## src/rtl/cpu_pkg.sv

```systemverilog
// Shared encodings for the decode stage: opcodes, R-type functs, ALU controls
// and the control bundle carried into the ID/EX register.
package cpu_pkg;

    localparam int BUS_WIDTH  = 32;
    localparam int REG_ADDR_W = 5;

    localparam logic [5:0] OP_RTYPE = 6'h00;
    localparam logic [5:0] OP_ADDI  = 6'h08;
    localparam logic [5:0] OP_LW    = 6'h23;
    localparam logic [5:0] OP_SW    = 6'h2B;
    localparam logic [5:0] OP_BEQ   = 6'h04;

    localparam logic [5:0] FN_ADD = 6'h20;
    localparam logic [5:0] FN_SUB = 6'h22;
    localparam logic [5:0] FN_AND = 6'h24;
    localparam logic [5:0] FN_OR  = 6'h25;
    localparam logic [5:0] FN_SLT = 6'h2A;

    localparam logic [2:0] ALU_AND = 3'b000;
    localparam logic [2:0] ALU_OR  = 3'b001;
    localparam logic [2:0] ALU_ADD = 3'b010;
    localparam logic [2:0] ALU_SUB = 3'b110;
    localparam logic [2:0] ALU_SLT = 3'b111;

    typedef struct packed {
        logic       reg_write;
        logic       mem_to_reg;
        logic       mem_write;
        logic       mem_read;
        logic       alu_src;
        logic       reg_dst;
        logic       branch;
        logic [2:0] alu_ctrl;
        logic       illegal;
    } ctrl_t;

endpackage

```

## src/rtl/reg_file.sv

```systemverilog
// 32-entry register file: two combinational read ports, one write port,
// r0 hardwired to zero, and a write-through bypass for same-cycle reads.
module reg_file
    import cpu_pkg::*;
#(
    parameter int BUS_WIDTH  = cpu_pkg::BUS_WIDTH,
    parameter int REG_ADDR_W = cpu_pkg::REG_ADDR_W,
    parameter int NUM_REGS   = 2 ** REG_ADDR_W
) (
    input  logic                  clk,
    input  logic                  rst_n_i,
    input  logic [REG_ADDR_W-1:0] raddr1_i,
    input  logic [REG_ADDR_W-1:0] raddr2_i,
    output logic [BUS_WIDTH-1:0]  rdata1_o,
    output logic [BUS_WIDTH-1:0]  rdata2_o,
    input  logic                  we_i,
    input  logic [REG_ADDR_W-1:0] waddr_i,
    input  logic [BUS_WIDTH-1:0]  wdata_i
);

    logic [BUS_WIDTH-1:0] regs_q [NUM_REGS];
    logic                 wr_en;

    assign wr_en = we_i && (waddr_i != '0);

    always_ff @(posedge clk) begin
        if (!rst_n_i) begin
            for (int i = 0; i < NUM_REGS; i++) begin
                regs_q[i] <= '0;
            end
        end else if (wr_en) begin
            regs_q[waddr_i] <= wdata_i;
        end
    end

    function automatic logic [BUS_WIDTH-1:0] rd_port(input logic [REG_ADDR_W-1:0] addr,
                                                     input logic [BUS_WIDTH-1:0]  stored);
        if (addr == '0) begin
            return '0;
        end else if (wr_en && (waddr_i == addr)) begin
            return wdata_i;
        end else begin
            return stored;
        end
    endfunction

    assign rdata1_o = rd_port(raddr1_i, regs_q[raddr1_i]);
    assign rdata2_o = rd_port(raddr2_i, regs_q[raddr2_i]);

endmodule

```

## src/rtl/decode_stage.sv

```systemverilog
// ID stage: field extraction, control decode, load-use stall detection and
// the ID/EX pipeline register feeding execute.
module decode_stage
    import cpu_pkg::*;
#(
    parameter int BUS_WIDTH  = cpu_pkg::BUS_WIDTH,
    parameter int REG_ADDR_W = cpu_pkg::REG_ADDR_W,
    parameter int NUM_REGS   = 2 ** REG_ADDR_W
) (
    input  logic                  CLK,
    input  logic                  RST_N,
    input  logic [BUS_WIDTH-1:0]  InstrD,
    input  logic [BUS_WIDTH-1:0]  PCD,
    input  logic                  FlushD,
    input  logic                  MemReadE_in,
    input  logic [REG_ADDR_W-1:0] RtE_in,
    input  logic                  RegWriteW,
    input  logic [REG_ADDR_W-1:0] WriteRegW,
    input  logic [BUS_WIDTH-1:0]  ResultW,
    output logic                  StallF,
    output logic [BUS_WIDTH-1:0]  RD1E,
    output logic [BUS_WIDTH-1:0]  RD2E,
    output logic [BUS_WIDTH-1:0]  ImmE,
    output logic [REG_ADDR_W-1:0] RsE,
    output logic [REG_ADDR_W-1:0] RtE,
    output logic [REG_ADDR_W-1:0] RdE,
    output logic [BUS_WIDTH-1:0]  PCE,
    output logic                  RegWriteE,
    output logic                  MemtoRegE,
    output logic                  MemWriteE,
    output logic                  MemReadE,
    output logic                  ALUSrcE,
    output logic                  RegDstE,
    output logic                  BranchE,
    output logic [2:0]            ALUCtrlE,
    output logic                  IllegalE,
    output logic                  ValidE
);

    logic [5:0]            op;
    logic [5:0]            funct;
    logic [REG_ADDR_W-1:0] rs;
    logic [REG_ADDR_W-1:0] rt;
    logic [REG_ADDR_W-1:0] rd;
    logic [BUS_WIDTH-1:0]  imm_ext;
    logic [BUS_WIDTH-1:0]  rd1;
    logic [BUS_WIDTH-1:0]  rd2;
    logic                  stall;
    logic                  bubble;
    ctrl_t                 ctrl_d, ctrl_q;
    logic                  valid_q;
    logic [BUS_WIDTH-1:0]  rd1_q, rd2_q, imm_q, pc_q;
    logic [REG_ADDR_W-1:0] rs_q, rt_q, rd_q;

    assign op      = InstrD[31:26];
    assign rs      = InstrD[25:21];
    assign rt      = InstrD[20:16];
    assign rd      = InstrD[15:11];
    assign funct   = InstrD[5:0];
    assign imm_ext = {{(BUS_WIDTH-16){InstrD[15]}}, InstrD[15:0]};

    reg_file #(
        .BUS_WIDTH (BUS_WIDTH),
        .REG_ADDR_W(REG_ADDR_W),
        .NUM_REGS  (NUM_REGS)
    ) u_reg_file (
        .clk     (CLK),
        .rst_n_i (RST_N),
        .raddr1_i(rs),
        .raddr2_i(rt),
        .rdata1_o(rd1),
        .rdata2_o(rd2),
        .we_i    (RegWriteW),
        .waddr_i (WriteRegW),
        .wdata_i (ResultW)
    );

    // Flush kills the instruction outright, so it suppresses the stall.
    assign stall  = MemReadE_in && (RtE_in != '0) && ((RtE_in == rs) || (RtE_in == rt)) && !FlushD;
    assign StallF = stall && RST_N;
    assign bubble = stall || FlushD;

    always_comb begin
        ctrl_d = '0;
        if (InstrD != '0) begin
            unique case (op)
                OP_RTYPE: begin
                    ctrl_d.reg_write = 1'b1;
                    ctrl_d.reg_dst   = 1'b1;
                    unique case (funct)
                        FN_ADD:  ctrl_d.alu_ctrl = ALU_ADD;
                        FN_SUB:  ctrl_d.alu_ctrl = ALU_SUB;
                        FN_AND:  ctrl_d.alu_ctrl = ALU_AND;
                        FN_OR:   ctrl_d.alu_ctrl = ALU_OR;
                        FN_SLT:  ctrl_d.alu_ctrl = ALU_SLT;
                        default: begin
                            ctrl_d         = '0;
                            ctrl_d.illegal = 1'b1;
                        end
                    endcase
                end
                OP_ADDI: begin
                    ctrl_d.reg_write = 1'b1;
                    ctrl_d.alu_src   = 1'b1;
                    ctrl_d.alu_ctrl  = ALU_ADD;
                end
                OP_LW: begin
                    ctrl_d.reg_write  = 1'b1;
                    ctrl_d.alu_src    = 1'b1;
                    ctrl_d.mem_to_reg = 1'b1;
                    ctrl_d.mem_read   = 1'b1;
                    ctrl_d.alu_ctrl   = ALU_ADD;
                end
                OP_SW: begin
                    ctrl_d.mem_write = 1'b1;
                    ctrl_d.alu_src   = 1'b1;
                    ctrl_d.alu_ctrl  = ALU_ADD;
                end
                OP_BEQ: begin
                    ctrl_d.branch   = 1'b1;
                    ctrl_d.alu_ctrl = ALU_SUB;
                end
                default: ctrl_d.illegal = 1'b1;
            endcase
        end
    end

    always_ff @(posedge CLK) begin
        if (!RST_N) begin
            ctrl_q  <= '0;
            valid_q <= 1'b0;
            rd1_q   <= '0;
            rd2_q   <= '0;
            imm_q   <= '0;
            pc_q    <= '0;
            rs_q    <= '0;
            rt_q    <= '0;
            rd_q    <= '0;
        end else begin
            ctrl_q  <= bubble ? '0 : ctrl_d;
            valid_q <= !bubble;
            rd1_q   <= rd1;
            rd2_q   <= rd2;
            imm_q   <= imm_ext;
            pc_q    <= PCD;
            rs_q    <= rs;
            rt_q    <= rt;
            rd_q    <= rd;
        end
    end

    assign RD1E      = rd1_q;
    assign RD2E      = rd2_q;
    assign ImmE      = imm_q;
    assign PCE       = pc_q;
    assign RsE       = rs_q;
    assign RtE       = rt_q;
    assign RdE       = rd_q;
    assign RegWriteE = ctrl_q.reg_write;
    assign MemtoRegE = ctrl_q.mem_to_reg;
    assign MemWriteE = ctrl_q.mem_write;
    assign MemReadE  = ctrl_q.mem_read;
    assign ALUSrcE   = ctrl_q.alu_src;
    assign RegDstE   = ctrl_q.reg_dst;
    assign BranchE   = ctrl_q.branch;
    assign ALUCtrlE  = ctrl_q.alu_ctrl;
    assign IllegalE  = ctrl_q.illegal;
    assign ValidE    = valid_q;

endmodule
```

## config.mk

```make
export PLATFORM = sky130hd
export DESIGN_NAME = decode_stage
export DESIGN_NICKNAME = d
export VERILOG_FILES = /design/src/rtl/cpu_pkg.sv /design/src/rtl/reg_file.sv /design/src/rtl/decode_stage.sv
export SDC_FILE = /design/constraint.sdc
export NUM_CORES = 2
export LEC_CHECK = 0
export ABC_AREA = 1
export BUFFER_PORTS_ARGS = -buffer_cell sky130_fd_sc_hd__buf_2
export CORE_MARGIN = 1.5
export CORE_UTILIZATION = 35
export CTS_BUF_LIST = sky130_fd_sc_hd__clkbuf_8
export DETAILED_ROUTE_END_ITERATION = 12
export PLACE_DENSITY = 0.57
export SYNTH_ARGS = -nofsm -noshare
export SYNTH_HDL_FRONTEND = slang
export SYNTH_SLANG_ARGS = --single-unit
```

## constraint.sdc

```tcl
create_clock -name CLK -period 3.2 [get_ports CLK]
set_input_delay 0.48 -clock CLK [delete_from_list [all_inputs] [get_ports CLK]]
set_output_delay 0.48 -clock CLK [all_outputs]
set_load 0.005 [all_outputs]
```

==> impl_metrics.ini <==
[drt]
vias = 59100
ant_nets = 0
routed_wl_mm = 262
wl_per_cell_um = 24.4
drtPass1Iterations = 8
vias_per_cell = 5.50
drcViolationCount = 0
drt_iter0_markers = 7857

[logic_synthesis]
yosys.area.top_type = edfxtp_1
syn_inst = 8080
avgSynthCellArea_um2 = 7.84
syn-cell-area_mm2 = 0.0634
synthDistinctLibCells = 34
ys_seq_area_share_pct = 52.7
netlist_top_cells_area = edfxtp_1 49%, nand2_1 12%, nand3_1 9.6%
yosys_warnings = 0
ys_seq_elements = 1157
netlist.area_leader.share_pct = 48.5

[finish]
final_nets = 8347
layout-drive-gt1-share_pct = 10.5
area_growth_pct = 13.6
fillers = 18000
post-route-cell-area_mm2 = 0.0720

[timing]
setup_viol = 0
setup_tns_ns = 0
fmax_mhz = 337
finalClockSkew_ns = 0.0565
rsz0062_at_grt = no
slew_viol_final = 0
slew_headroom_pct = 19.9
worst_slew_pin_slew_ns = 1.20
hold_slack_ns = 0.0552
layout_min_cycle_time_ns = 2.96
final_hold_viol_count = 0
finalCritPeriodShare_pct = 92.7

[clock_tree]
clk_pin_slew_ns = 0.06
cts_sinks = 1157
post_cts_buffers = 0
root_buffer = clkbuf_8
htreeDepth = 4
clockBufferDepth = 3
cts_made_buffers = 194
cts_tree = yes
worstSkewPairLatency_ns = 0.99
cts_resized = 0

[global_routing]
grt_util_met2_pct = 44.1
antenna_found_initial = 17
met3_usage_pct = 6.29
grt_remaining_overflow = 0
grtUsageTotal_pct = 27.7
grt_pass1_vias = 56000
grt_pass1_wl_mm = 376
grt_max_degree = 146
grt_util_met1_pct = 34.4
grt-busiest-layer = met2

[power]
switching_share_pct = 29.7
powerDensity_mw_per_mm2 = 497
leakage_nw = 32.5
p_clk_share_pct = 36.1
internal_power_mw = 25.1
pwr-share-seq_pct = 49.2
pwr-share-comb_pct = 14.6
switching_power_mw = 10.6
vdd_drop_max_v = 0.000412

[flow_run]
maxCapViolations = 0

[setup_path]
path_cells = dlygate4sd3_1 -> buf_2 -> xnor2_1 -> nand3_1 -> nand2_1 -> nand2_1 -> nor3_1 -> buf_2
path_max_fanout = 3
crit_family = simple AND/OR/NAND/NOR gates
crit_arrival_ns = 2.48
crit_path_end_kind = primary output
cp_slowest_cell = dlygate4sd3_1
worst-endpoint-required_ns = 2.72
max_stage_delay_ns = 0.53
cp-start-kind = input port
path_buf_inv = 3
criticalPathCategory = input port to primary output

[run_status]
outcome = completed

[die]
initial_core_util_pct = 35.4
rows = 155
core_mm2 = 0.179
die_h_um = 429
ios = 267
die_width_um = 429
die_area_mm2 = 0.184

[placement]
place_area_mm2 = 0.0674
dp_hpwl_mm = 153
port-buffer-count = 266
gp_congestion = 0.916

[hold_path]
hold_path_class = input port to register
[logic make-up (layout without fill, tap and decap cells)]
group                  after synthesis  count (layout)  synth area share, %
AO/OA/AOI/OAI                      697             697                 6.47
XOR/XNOR                            15              15                0.207
AND/OR/NAND/NOR                   4571            4571                 29.7
buffers and inverters             1639            1923                 10.9
flip-flops                        1157            1157                 52.7
other                                1              42              0.00592
[worst paths after layout]
path,startpoint,end,slack [ns],depth (start not counted)
setup / recovery,InstrD[25],StallF,0.24,8
hold / removal,ResultW[30],RD1E[30],0.06,5
setup reg to reg,u_reg_file.regs_q[24][26],RD1E[26],1.42,7
hold reg to reg,u_reg_file.regs_q[0][24],RD1E[24],0.80,6
[worst min-delay path: cells and delay by family]
kind / cells / cell delay, ns
AOI/OAI and AO/OA: 1 / 0.14
and+or+nand+nor: 1 / 0.05
buffers and inverters: 3 / 0.33
[power groups by stage]
stage	combinational, mW	clock, mW	sequential [mW]
4_1_cts	5.12	13.0	17.6
5_1_grt	5.61	13.6	17.7
3_3_place_gp	4.95	0	17.9
6_report	5.24	12.9	17.6
2_1_floorplan	3.00	0	17.8
3_5_place_dp	5.02	0	17.9
[registers in the layout, indices dropped and copies added (netlist names), 3 cells and up]
| register | count |
|---|---|
| ImmE | 16 |
| RD1E | 32 |
| RD2E | 32 |
| RsE | 5 |
| ALUCtrlE | 3 |
| RtE | 5 |
| u_reg_file.regs_q | 1024 |
| PCE | 32 |
[cell type report]
type	instances	area, um^2	area share (%)
Sequential cell	1157	33400	46.4
Clock buffer	222	3060	4.24
Antenna cell	10	25.0	0.0348
Tap cell	2355	2950	4.09
Clock inverter	133	609	0.847
Timing Repair Buffer	604	4920	6.84
Multi-Input combinational cell	5315	23400	32.4
Inverter	964	3660	5.08
[synthesized netlist by cell type (all sizes together)]
master  number
a211oi       2
a21boi       1
a21oi      173
buf        405
clkbuf     270
clkinv       2
conb         1
dfxtp      133
edfxtp    1024
inv        962
nand2     2022
nand3     1211
nand3b       1
nand4        5
nor2      1281
nor3        11
nor4         2
o211a        1
o211ai     240
o21ai      279
o22ai        1
or2         38
xnor2        8
xor2         7
[placed cells by master, fill, tap and decap left out, drive strengths merged, types with 32 or more instances in the layout]
master,Yosys,layout
o211ai,240,240
a21oi,173,173
o21ai,279,279
dfxtp,133,133
inv,962,1032
nand3,1211,1211
dlygate4sd3,0,93
nand2,2022,2022
conb,1,32
buf,405,511
edfxtp,1024,1024
clkinv,2,58
or2,38,38
nor2,1281,1281
clkbuf,270,222
[per-stage QoR]
step           utilization [%]  worst slack [ns]  total power [mW]  std cells
5_1_grt                   40.2            0.0774              36.9      10800
2_1_floorplan                -             0.590              20.8       8111
4_1_cts                   40.2             0.216              35.8      10800
3_3_place_gp              37.6             0.458              22.8      10300
3_5_place_dp              37.6             0.483              22.9      10300
6_report                  40.2             0.235              35.8      10800
[routing by layer]
metal,vias to the layer above,routed length [um]
met3,785,30900
li1,26300,-
met5,-,98
met2,4004,119000
met1,28000,96700
met4,10,15800
[what timing repair did]
item | CTS | global route
hold buffers | 93 | 0
hold endpoints to repair | 119 | 0
endpoints found under the setup margin | 0 | 0
No activity file was read; power rests on OpenSTA's default activity.
